File: src/rtl/flip_pkg.sv
// flip_pkg: shared state encoding, default widths and saturating increment for the flip sequencer
package flip_pkg;

    typedef enum logic [1:0] {IDLE, RUN, ISSUE, DONE} state_t;

    localparam int N_DEF     = 8;
    localparam int CNT_W_DEF = 8;

    function automatic logic [31:0] sat_inc(input logic [31:0] v, input logic [31:0] max);
        return (v >= max) ? v : v + 32'd1;
    endfunction

endpackage

File: src/rtl/flip_sequencer.sv
// flip_sequencer: feeds {accumulator, index} to the toggle unit and folds its result back
module flip_sequencer
    import flip_pkg::*;
#(
    parameter int N     = N_DEF,
    parameter int CNT_W = CNT_W_DEF
) (
    input  logic             i_clk,
    input  logic             i_rst,
    input  logic             i_start,
    input  logic [N-1:0]     i_init,
    input  logic [N-1:0]     i_idx,
    input  logic             i_idx_valid,
    input  logic             i_last,
    output logic             o_idx_ready,
    output logic [N-1:0]     o_a,
    output logic [N-1:0]     o_b,
    output logic             o_op_valid,
    input  logic [N-1:0]     i_res,
    input  logic             i_err,
    output logic             o_busy,
    output logic             o_done,
    output logic [N-1:0]     o_result,
    output logic [CNT_W-1:0] o_err_cnt
);

    localparam logic [CNT_W-1:0] CNT_MAX = '1;

    state_t       state, state_nx;
    logic [N-1:0] acc;
    logic         last_flag;

    assign o_idx_ready = state == RUN;
    assign o_op_valid  = state == ISSUE;
    assign o_done      = state == DONE;
    assign o_busy      = state != IDLE;

    // next-state: one index per RUN/ISSUE pair, DONE after the op flagged last
    always_comb begin
        state_nx = state;
        case (state)
            IDLE:    state_nx = i_start ? RUN : IDLE;
            RUN:     state_nx = i_idx_valid ? ISSUE : RUN;
            ISSUE:   state_nx = last_flag ? DONE : RUN;
            DONE:    state_nx = IDLE;
            default: state_nx = IDLE;
        endcase
    end

    // state register
    always_ff @(posedge i_clk or negedge i_rst) begin
        if (!i_rst) state <= IDLE;
        else        state <= state_nx;
    end

    // datapath: operand capture on accept, result fold-back and final value at the closing ISSUE edge
    always_ff @(posedge i_clk or negedge i_rst) begin
        if (!i_rst) begin
            acc       <= '0;
            last_flag <= 1'b0;
            o_a       <= '0;
            o_b       <= '0;
            o_result  <= '0;
            o_err_cnt <= '0;
        end else begin
            case (state)
                IDLE: if (i_start) begin
                    acc       <= i_init;
                    o_err_cnt <= '0;
                    last_flag <= 1'b0;
                end
                RUN: if (i_idx_valid) begin
                    o_a       <= acc;
                    o_b       <= i_idx;
                    last_flag <= i_last;
                end
                ISSUE: begin
                    if (i_err) o_err_cnt <= CNT_W'(sat_inc(32'(o_err_cnt), 32'(CNT_MAX)));
                    else       acc       <= i_res;
                    if (last_flag) o_result <= i_err ? acc : i_res;
                end
                default: ;
            endcase
        end
    end

endmodule

File: config.mk
export PLATFORM = sky130hd
export DESIGN_NAME = flip_sequencer
export DESIGN_NICKNAME = d
export VERILOG_FILES = /design/src/rtl/flip_pkg.sv /design/src/rtl/flip_sequencer.sv
export SDC_FILE = /design/constraint.sdc
export NUM_CORES = 1
export LEC_CHECK = 0
export ABC_AREA = 1
export BUFFER_PORTS_ARGS = -buffer_cell sky130_fd_sc_hd__buf_2
export CORE_MARGIN = 2
export CORE_UTILIZATION = 50
export DETAILED_ROUTE_END_ITERATION = 10
export GPL_TIMING_DRIVEN = 0
export PLACE_DENSITY = 0.89
export SKIP_LAST_GASP = 1
export SYNTH_ARGS = -nofsm -noshare
export SYNTH_HDL_FRONTEND = slang
export SYNTH_SLANG_ARGS = --single-unit
File: constraint.sdc
create_clock -name i_clk -period 1.7 [get_ports i_clk]
set_input_delay 0.085 -clock i_clk [delete_from_list [all_inputs] [get_ports i_clk]]
set_output_delay 0.085 -clock i_clk [all_outputs]
set_load 0.05 [all_outputs]
==> implementation parameters, run 1 <==
Parameter                              Value

Run status
  Run status    finished, final reports clean

Setup path
  Setup slack of the worst register-to-register path    0.27 ns
  Number of buffers and inverters on the critical path    4
  Critical path required time    1.62 ns
  Type of the setup path with the least slack    reg2out
  Worst endpoint data arrival time    1.49 ns
  Crit-path most repeated cell    sky130_fd_sc_hd__inv_2
  Startpoint type of the worst setup path    register
  Max incr delay on CP    0.42 ns
  Maximum fanout count along the critical path    10
  Kind of cell adding the most delay to the critical path    buffers and inverters
  Cell with the biggest individual delay on the critical path    sky130_fd_sc_hd__dfrtp_1
  Element type at the critical path end    output port
  CP cell instances    inv_2 -> nand2_2 -> inv_2 -> buf_2 -> clkbuf_4

STA
  Period utilization    0.926
  Maximum clock frequency    635 MHz
  Smallest setup slack after layout    0.126 ns
  Pins over their slew limit    0
  Clock period minus final worst setup slack    1.57 ns
  Final setup skew    0.00879 ns
  Number of failing setup endpoints in the final timing report    0
  Worst relative slew slack    0.374
  Setup Total Neg Slack    0 ns
  Hold slack final    0.00602 ns
  Worst-margin pin slew    0.940 ns
  Setup repair after global routing missed its margin    no
  Final hold vios    0

Synth
  Async set-or-reset flop fraction in the synthesized netlist    1.00
  Largest family of logic cells by synthesized area    simple AND/OR/NAND/NOR gates
  Synth area leader    sky130_fd_sc_hd__dfrtp_1
  Fraction of synthesized cell area taken by the top area cell type    0.533
  Mux cell area share after synthesis    0
  Basic-gate share of the synthesized area counting and, or, nand and nor cells    0.360
  Synthesized area per cell    7.76 um^2
  Leading post-synthesis cells by cell area    sky130_fd_sc_hd__dfrtp_1 53%, sky130_fd_sc_hd__nand2_1 22%, sky130_fd_sc_hd__nand3_1 9.7%, sky130_fd_sc_hd__o21ai_0 2.7%, sky130_fd_sc_hd__inv_1 2.2%
  List of most frequent post-synthesis cells    118 x sky130_fd_sc_hd__nand2_1, 43 x sky130_fd_sc_hd__dfrtp_1, 39 x sky130_fd_sc_hd__nand3_1
  Netlist cell types    19
  Total number of yosys warnings    0
  Most used flip-flop cell after synthesis    sky130_fd_sc_hd__dfrtp_1
  Adder-Cell Fraction of Synth Area    0.00620
  Most frequently used cell type in the post-synthesis netlist    sky130_fd_sc_hd__nand2_1
  Fraction of the yosys area taken by sequential cells    0.533
  Fraction of the mapped netlist area in compound gates    0.0453
  Yosys reg bits    43
  Xor-xnor portion of the synthesized cell area    0
  Cells after Synth    260
  Post-synth EDFFs    0
  Net count after synthesis    291
  Netlist Area Pre-Place    0.00202 mm^2

Clock network
  Latest clock arrival within the worst-skew pair    0.30 ns
  Number of buffers on the longest clock path    2
  Clk pin slew, worst setup/hold paths    0.08 ns
  Sinks on Clock Net    43
  Clk Tree Root Cell    sky130_fd_sc_hd__clkbuf_8
  TritonCTS clock tree    done
  Total number of H-tree levels    2
  Clock buffer count from CTS    5

Final layout
  Fin nets    365
  Number of antenna cells inserted    0
  Fraction of final layout cells sized beyond drive strength 1    0.269
  Syn-to-layout area delta    24.6%

Placement
  Pre-CTS worst setup slack    0.294 ns
  Port Buffer Count    64
  Placed wire-length estimate after detailed placement    3.43 mm
  Weighted congestion at the end of routability-driven global placement    0.896

GRT
  Antenna violations before repair    0
  Aggregate global-route resource usage    0.228
  Maximum number of pins on one net before global-route repair    44
  Remaining global-route overflow    0
  Via count of the first global-routing pass    1,735
  Global-route wire length before repair    7.65 mm

Die
  Placement Rows    23
  Total die area    0.00456 mm^2
  Initial cell density of the core    0.512
  Die outline height    67.5 um
  Die Wd    67.5 um
  Io pins    66
  Core Region    0.00394 mm^2

Power and ir drop
  Largest voltage drop on the vdd net    0.986 mV
  Leakage power total    1.43 nW
  Power Dens Cells    1900 mW/mm^2

Route
  Detailed-route vias per instance    5.02
  Overall routed net length    4.68 mm
  DRC errors left    0
  Initial DRT Pass Iterations    4
  Average wire length per cell after detail routing    12.2 um
  Total via count after detailed routing    1,933
  Number of design-rule violations left by the first detailed-router iteration    179
  Post-route ant nets    0

Hold path
  Hold Crit Class    in2reg

Flow run
  Max Cap Violations    0
==> flip-flops by register name, summed over array words and instances (netlist names) <==
register	count
o_b	8
o_err_cnt	8
acc	8
o_result	8
last_flag	1
o_a	8
state	2
==> area by class of cell <==
cell class / count / area (um^2)
multi-input cells: 191 / 831
inverters: 17 / 63.8
well taps: 50 / 62.6
clock inverters: 1 / 5.00
plain buffers: 9 / 47.5
flip-flops and latches: 43 / 1080
clock buffers: 7 / 76.3
fillers: 388 / 1430
repair buffers: 67 / 353
==> layout by cell type (no fill, tap or decap), drive strengths merged <==
| cell | instances |
|---|---|
| clkinv | 1 |
| nand2 | 122 |
| o21ai | 15 |
| dlygate4sd3 | 3 |
| nand3 | 39 |
| or2 | 1 |
| buf | 69 |
| dfrtp | 43 |
| a21oi | 1 |
| o21bai | 1 |
| inv | 17 |
| nor2 | 10 |
| ha | 1 |
| nor3b | 1 |
| clkbuf | 11 |
==> kinds of logic after synthesis <==
family,Yosys count
and+or+nand+nor,173
AOI/OAI and AO/OA,17
DFF,43
buffers and inverters,26
adders and majority gates,1
==> stage by stage <==
step,utilization,instances,cell area [um^2],power (mW)
after global routing,0.638,385,2510,5.12
after global placement,0.609,374,2400,4.11
final,0.638,385,2510,4.79
after detailed placement,0.609,374,2400,4.18
after CTS,0.637,385,2510,4.81
after floorplan,-,260,2020,3.55
==> worst register-to-register path, stage by stage (launching register included) <==
cell and delay, ns:
sky130_fd_sc_hd__dfrtp_1 0.41, sky130_fd_sc_hd__ha_1 0.20, sky130_fd_sc_hd__nand2_1 0.09, sky130_fd_sc_hd__nor2_1 0.20, sky130_fd_sc_hd__nand2_1 0.10, sky130_fd_sc_hd__nand2_2 0.16
sky130_fd_sc_hd__nand2_1 0.07, sky130_fd_sc_hd__nand2_1 0.06, sky130_fd_sc_hd__nand2_1 0.05
==> metal layers <==
layer	track usage	up-vias	part of all wire
met4	0.0867	0	0.016
met3	0.0683	8	0.057
met1	0.286	903	0.43
met5	0	-	0
met2	0.370	56	0.49
li1	-	966	-
==> worst paths after layout <==
check / startpoint / to / cells past startpoint
min in group asynchronous: i_rst / o_err_cnt[7] / 2
worst max-delay path: state[1] / o_idx_ready / 5
worst min register to register: o_b[4] / o_b[4] / 2
max in group asynchronous: i_rst / o_result[5] / 2
worst min-delay path: i_init[4] / acc[4] / 3
worst max register to register: o_err_cnt[0] / o_err_cnt[2] / 8
==> power by group <==
| part | leakage (nW) | internal, mW | total [mW] | switching [mW] |
|---|---|---|---|---|
| clock network | 0.0422 | 0.289 | 0.629 | 0.341 |
| registers | 0.549 | 1.42 | 1.67 | 0.245 |
| logic | 0.839 | 0.577 | 2.49 | 1.91 |
==> repair_timing <==
item / in CTS / in global routing
gates resized for setup: 0 / 1
setup endpoints to repair: 0 / 1
hold endpoints to repair: 45 / 0
hold buffers: 3 / 0
buffers inserted: 0 / 0
No activity file was read; power rests on OpenSTA's default activity.
==> run 2: changes to the inputs <==
--- a/config.mk
+++ b/config.mk
@@ -7,6 +7,7 @@
 export LEC_CHECK = 0
 export ABC_AREA = 1
 export BUFFER_PORTS_ARGS = -buffer_cell sky130_fd_sc_hd__buf_2
+export CORE_ASPECT_RATIO = 2
 export CORE_MARGIN = 2
 export CORE_UTILIZATION = 50
 export DETAILED_ROUTE_END_ITERATION = 10
==> implementation parameters, run 2 (synthesis gave the netlist of run 1 again) <==
Parameter                              Value

STA
  Setup repair after global routing missed its margin    no (unchanged)
  Clock period minus final worst setup slack    1.52 ns (was 1.57 ns)
  Period utilization    0.893 (was 0.926)
  Smallest setup slack after layout    0.183 ns (was 0.126 ns)
  Worst relative slew slack    0.368 (was 0.374)
  Maximum clock frequency    659 MHz (was 635 MHz)
  Worst-margin pin slew    0.948 ns (was 0.940 ns)
  Final setup skew    0.00940 ns (was 0.00879 ns)
  Number of failing setup endpoints in the final timing report    0 (unchanged)
  Pins over their slew limit    0 (unchanged)
  Final hold vios    0 (unchanged)
  Setup Total Neg Slack    0 ns (unchanged)

Clock network
  Clk pin slew, worst setup/hold paths    0.08 ns (about the same)
  Latest clock arrival within the worst-skew pair    0.30 ns (about the same)
  Total number of H-tree levels    2 (unchanged)
  Clk Tree Root Cell    sky130_fd_sc_hd__clkbuf_8 (unchanged)
  Sinks on Clock Net    43 (unchanged)
  TritonCTS clock tree    done (unchanged)
  Number of buffers on the longest clock path    2 (unchanged)
  Clock buffer count from CTS    5 (unchanged)

Placement
  Placed wire-length estimate after detailed placement    3.60 mm (was 3.43 mm)
  Pre-CTS worst setup slack    0.306 ns (was 0.294 ns)
  Weighted congestion at the end of routability-driven global placement    0.800 (was 0.896)
  Post-placement cell count    375 (was 374)
  Port Buffer Count    64 (unchanged)

Final layout
  Number of antenna cells inserted    0 (unchanged)
  Syn-to-layout area delta    25.5% (was 24.6%)
  Fraction of the core area covered by cells at the end of the flow    0.652 (was 0.638)
  Most frequent standard cell in the layout excluding fill and tap cells    sky130_fd_sc_hd__nand2_1 (unchanged)
  Final Non-Filler Cells    387 (was 385)
  Commonest cells after routing, fill and taps aside    118 x sky130_fd_sc_hd__nand2_1, 67 x sky130_fd_sc_hd__buf_2, 43 x sky130_fd_sc_hd__dfrtp_1, 39 x sky130_fd_sc_hd__nand3_1, 12 x sky130_fd_sc_hd__inv_1 (was 118 x sky130_fd_sc_hd__nand2_1, 68 x sky130_fd_sc_hd__buf_2, 43 x sky130_fd_sc_hd__dfrtp_1, 39 x sky130_fd_sc_hd__nand3_1, 12 x sky130_fd_sc_hd__inv_1)
  Fraction of final layout cells sized beyond drive strength 1    0.271 (was 0.269)
  Fin nets    366 (was 365)
  Filler cell count    371 (was 388)

Setup path
  Cell with the biggest individual delay on the critical path    sky130_fd_sc_hd__dfrtp_1 (unchanged)
  CP cell instances    nor2_2 -> buf_2 -> buf_2 (was inv_2 -> nand2_2 -> inv_2 -> buf_2 -> clkbuf_4)
  Type of the setup path with the least slack    reg2out (unchanged)
  Maximum fanout count along the critical path    10 (unchanged)
  End of the critical path    o_op_valid (was o_idx_ready)
  Critical path required time    1.62 ns (about the same)
  Worst endpoint data arrival time    1.43 ns (was 1.49 ns)
  Launching point of the worst reg2reg path    o_err_cnt[0] (unchanged)
  Worst-case reg-to-reg path depth    8 (unchanged)
  Startpoint of the worst setup timing path    state[0] (was state[1])
  Max incr delay on CP    0.44 ns (was 0.42 ns)
  Startpoint type of the worst setup path    register (unchanged)
  Element type at the critical path end    output port (unchanged)
  Kind of cell adding the most delay to the critical path    buffers and inverters (unchanged)
  Setup slack of the worst register-to-register path    0.30 ns (was 0.27 ns)
  Number of buffers and inverters on the critical path    2 (was 4)
  Number of cells on the critical path    3 (was 5)
  Crit-path most repeated cell    sky130_fd_sc_hd__buf_2 (was sky130_fd_sc_hd__inv_2)
  Capture point of the worst reg-to-reg path    o_err_cnt[2] (unchanged)

Run status
  Run status    finished, final reports clean (unchanged)

Die
  Initial cell density of the core    0.520 (was 0.512)
  Die Wd    48.9 um (was 67.5 um)
  Die outline height    93.9 um (was 67.5 um)
  Core Region    0.00388 mm^2 (was 0.00394 mm^2)
  Io pins    66 (unchanged)
  Total die area    0.00459 mm^2 (was 0.00456 mm^2)
  Placement Rows    32 (was 23)

Route
  Average wire length per cell after detail routing    12.3 um (was 12.2 um)
  DRC errors left    0 (unchanged)
  Total via count after detailed routing    1,926 (was 1,933)
  Initial DRT Pass Iterations    4 (unchanged)
  Number of design-rule violations left by the first detailed-router iteration    46 (was 179)
  Post-route ant nets    0 (unchanged)
  Detailed-route vias per instance    4.98 (was 5.02)
  Overall routed net length    4.76 mm (was 4.68 mm)

GRT
  Antenna violations before repair    0 (unchanged)
  Global-route wire length before repair    7.98 mm (was 7.65 mm)
  Maximum number of pins on one net before global-route repair    44 (unchanged)
  Via count of the first global-routing pass    1,826 (was 1,735)
  Aggregate global-route resource usage    0.228 (about the same)
  Remaining global-route overflow    0 (unchanged)

Power and ir drop
  Power Dens Cells    1890 mW/mm^2 (was 1900 mW/mm^2)
  Leakage power total    1.44 nW (was 1.43 nW)
  Largest voltage drop on the vdd net    1.14 mV (was 0.986 mV)
  Tot Pwr    4.79 mW (about the same)

Hold path
  Hold Crit Class    in2reg (unchanged)

Flow run
  Max Cap Violations    0 (unchanged)
run 2: cell count changes in the layout (fill, tap and decap cells not counted), sizes merged:
cell         delta
buf             -1
dlygate4sd3     +2
clkbuf          -2
clkinv          +2
run 2: worst min-delay path by stage:
| stage | from | end | slack [ns] | cells after the start |
|---|---|---|---|---|
| finish | i_init[2] | acc[2] | 0.005 | 3 |
| global placement | i_rst | o_err_cnt[0] | 0.28 | 1 |
| detailed placement | i_rst | o_err_cnt[0] | 0.28 | 1 |
| floorplan | i_rst | acc[0] | -0.21 | 0 |
| global route | i_init[0] | acc[0] | 0.02 | 3 |
| CTS | i_init[2] | acc[2] | 0.007 | 3 |
run 2: through the flow:
| stage | hold slack [ns] | cell area, um^2 |
|---|---|---|
| 3_3_place_gp | 0.278 | 2400 |
| 2_1_floorplan | -0.211 | 2020 |
| 4_1_cts | 0.00661 | 2540 |
| 3_5_place_dp | 0.282 | 2400 |
| 6_report | 0.00503 | 2530 |
| 5_1_grt | 0.0212 | 2530 |
run 2: layout make-up:
class	count	area, um^2	share of cell area
Sequential cell	43	1080	0.425
Multi-Input combinational cell	191	831	0.328
Timing Repair Buffer	69	373	0.147
Clock buffer	5	68.8	0.0272
Inverter	17	63.8	0.0252
Tap cell	51	63.8	0.0252
Buffer	8	42.5	0.0168
Clock inverter	3	15.0	0.00593
run 2: where the power goes:
| part | switching [mW] | internal [mW] |
|---|---|---|
| clock network | 0.349 | 0.281 |
| registers | 0.242 | 1.42 |
| logic | 1.93 | 0.571 |
| total | 2.52 | 2.27 |
run 2: worst reg2reg max path: stages, from the launching register on:
cell and delay [ns]:
sky130_fd_sc_hd__dfrtp_1 0.42, sky130_fd_sc_hd__ha_1 0.19, sky130_fd_sc_hd__nand2_1 0.09, sky130_fd_sc_hd__nor2_1 0.19, sky130_fd_sc_hd__nand2_1 0.09, sky130_fd_sc_hd__nand2_2 0.15
sky130_fd_sc_hd__nand2_1 0.07, sky130_fd_sc_hd__nand2_1 0.06, sky130_fd_sc_hd__nand2_1 0.04
run 2: per-layer routing:
metal	global-route usage	part of all wire	vias up
li1	-	-	973
met1	0.235	0.36	879
met2	0.428	0.56	59
met3	0.0303	0.042	15
met4	0.131	0.035	0
met5	0	0	-
run 2: timing repair:
action | in CTS | in global routing
hold endpoints to repair | 47 | 0
resized for setup | 0 | 1
setup endpoints to repair | 0 | 1
setup buffers | 0 | 0
hold buffers | 5 | 0
==> run 3: changes to the inputs <==
--- a/config.mk
+++ b/config.mk
@@ -8,7 +8,7 @@
 export ABC_AREA = 1
 export BUFFER_PORTS_ARGS = -buffer_cell sky130_fd_sc_hd__buf_2
 export CORE_ASPECT_RATIO = 2
-export CORE_MARGIN = 2
+export CORE_MARGIN = 10
 export CORE_UTILIZATION = 50
 export DETAILED_ROUTE_END_ITERATION = 10
 export GPL_TIMING_DRIVEN = 0
==> constraint.sdc (replaced) <==
create_clock -name i_clk -period 1.7 [get_ports i_clk]
set_input_delay 0.17 -clock i_clk [delete_from_list [all_inputs] [get_ports i_clk]]
set_output_delay 0.17 -clock i_clk [all_outputs]
set_load 0.05 [all_outputs]
==> implementation parameters, run 3 (synthesis gave the netlist of run 1 again) <==
Parameter                              Value

Power and ir drop
  Largest voltage drop on the vdd net    1.08 mV (was 1.14 mV)
  Leakage power total    1.42 nW (was 1.44 nW)
  Power Dens Cells    1950 mW/mm^2 (was 1890 mW/mm^2)

Clock network
  Latest clock arrival within the worst-skew pair    0.29 ns (was 0.30 ns)
  Clk pin slew, worst setup/hold paths    0.08 ns (about the same)
  Clock buffer count from CTS    5 (unchanged)
  TritonCTS clock tree    done (unchanged)
  Number of buffers on the longest clock path    2 (unchanged)
  Total number of H-tree levels    2 (unchanged)
  Clk Tree Root Cell    sky130_fd_sc_hd__clkbuf_8 (unchanged)
  Sinks on Clock Net    43 (unchanged)
  Postcts setup bufs    0 (unchanged)

Die
  Die Wd    64.9 um (was 48.9 um)
  Die outline height    110 um (was 93.9 um)
  Placement Rows    32 (unchanged)
  Total die area    0.00713 mm^2 (was 0.00459 mm^2)
  Io pins    66 (unchanged)
  Core Region    0.00388 mm^2 (unchanged)
  Initial cell density of the core    0.520 (unchanged)

STA
  Period utilization    0.934 (was 0.893)
  Clock period minus final worst setup slack    1.59 ns (was 1.52 ns)
  Maximum clock frequency    630 MHz (was 659 MHz)
  Setup Total Neg Slack    0 ns (unchanged)
  Final setup skew    0.00594 ns (was 0.00940 ns)
  Final hold vios    0 (unchanged)
  Worst relative slew slack    0.371 (was 0.368)
  Worst-margin pin slew    0.943 ns (was 0.948 ns)
  Number of failing setup endpoints in the final timing report    0 (unchanged)
  Pins over their slew limit    0 (unchanged)
  Setup repair after global routing missed its margin    no (unchanged)

Setup path
  Type of the setup path with the least slack    reg2out (unchanged)
  Element type at the critical path end    output port (unchanged)
  Worst endpoint data arrival time    1.42 ns (was 1.43 ns)
  Maximum fanout count along the critical path    10 (unchanged)
  Startpoint type of the worst setup path    register (unchanged)
  Critical path required time    1.53 ns (was 1.62 ns)

Route
  Detailed-route vias per instance    5.05 (was 4.98)
  DRC errors left    0 (unchanged)
  Average wire length per cell after detail routing    14.2 um (was 12.3 um)
  Number of design-rule violations left by the first detailed-router iteration    110 (was 46)
  Overall routed net length    5.44 mm (was 4.76 mm)
  Total via count after detailed routing    1,929 (was 1,926)
  Post-route ant nets    0 (unchanged)
  Initial DRT Pass Iterations    4 (unchanged)

Final layout
  Most frequent standard cell in the layout excluding fill and tap cells    sky130_fd_sc_hd__nand2_1 (unchanged)
  Commonest cells after routing, fill and taps aside    118 x sky130_fd_sc_hd__nand2_1, 67 x sky130_fd_sc_hd__buf_2, 43 x sky130_fd_sc_hd__dfrtp_1, 39 x sky130_fd_sc_hd__nand3_1, 12 x sky130_fd_sc_hd__inv_1 (unchanged)
  Fin nets    361 (was 366)
  Fraction of the core area covered by cells at the end of the flow    0.645 (was 0.652)
  Number of antenna cells inserted    0 (unchanged)
  Fraction of final layout cells sized beyond drive strength 1    0.275 (was 0.271)
  Syn-to-layout area delta    24.1% (was 25.5%)

Placement
  Placed wire-length estimate after detailed placement    4.26 mm (was 3.60 mm)
  Port Buffer Count    64 (unchanged)
  Weighted congestion at the end of routability-driven global placement    0.833 (was 0.800)

Run status
  Run status    finished, final reports clean (unchanged)

Hold path
  Hold Crit Class    in2async (was in2reg)

Flow run
  Max Cap Violations    0 (unchanged)

GRT
  Aggregate global-route resource usage    0.158 (was 0.228)
  Global-route wire length before repair    9.09 mm (was 7.98 mm)
  Antenna violations before repair    0 (unchanged)
  Remaining global-route overflow    0 (unchanged)
  Maximum number of pins on one net before global-route repair    44 (unchanged)
  Via count of the first global-routing pass    2,023 (was 1,826)
run 3: changes by cell type in the layout (fill, tap and decap cells not counted):
cell | previous run | this run
sky130_fd_sc_hd__clkinvlp_4 | 0 | 1
sky130_fd_sc_hd__clkinv_2 | 3 | 0
sky130_fd_sc_hd__dlygate4sd3_1 | 5 | 0
sky130_fd_sc_hd__clkbuf_8 | 5 | 7
run 3: report_power, final:
part           switching, mW  internal (mW)  total (mW)
combinational           1.95          0.564        2.51
sequential             0.238           1.42        1.66
clock                  0.347          0.370       0.717
total                   2.54           2.35        4.89
run 3: layout make-up:
cell class | instances | area, um^2
Buffer | 8 | 42.5
Clock buffer | 7 | 96.3
Clock inverter | 1 | 7.51
Fill cell | 377 | 1380
Inverter | 17 | 63.8
Multi-Input combinational cell | 191 | 831
Sequential cell | 43 | 1080
Tap cell | 51 | 63.8
Timing Repair Buffer | 64 | 323
run 3: routing by layer:
layer | vias to the layer above | track usage | routed length, um | share of wire
met5 | - | 0 | 0 | 0
met1 | 883 | 0.156 | 1890 | 0.35
met4 | 0 | 0.0923 | 195 | 0.036
li1 | 958 | - | - | -
met3 | 18 | 0.0336 | 325 | 0.060
met2 | 70 | 0.293 | 3030 | 0.56
run 3: repair_timing:
item,CTS,global route
hold buffers,0,0
endpoints found under the setup margin,0,1
resized for setup,0,1
run 3: through the flow:
step	instances	total power, mW	area (um^2)	setup slack [ns]	hold slack [ns]
2_1_floorplan	260	3.55	2020	0.0804	-0.126
3_3_place_gp	375	4.15	2400	0.342	0.359
3_5_place_dp	375	4.22	2400	0.299	0.358
4_1_cts	383	4.94	2510	0.00437	0.0458
5_1_grt	382	5.21	2500	0.0126	0.0955
6_report	382	4.89	2500	0.112	0.0190
run 3: worst paths after layout:
path	from	to	slack, ns	cells after the start
max in group asynchronous	i_rst	o_err_cnt[4]	1.10	1
worst min-delay path	i_rst	o_result[6]	0.02	1
worst min register to register	o_b[1]	o_b[1]	0.47	2
min in group i_clk	i_init[4]	acc[4]	0.09	3
worst max-delay path	state[0]	o_op_valid	0.11	3
worst max register to register	o_err_cnt[0]	o_err_cnt[2]	0.27	8
run 3: critical path, stage by stage (launching register included):
cell and delay, ns:
sky130_fd_sc_hd__dfrtp_1 0.44, sky130_fd_sc_hd__nor2_2 0.14, sky130_fd_sc_hd__buf_2 0.24, sky130_fd_sc_hd__buf_2 0.31
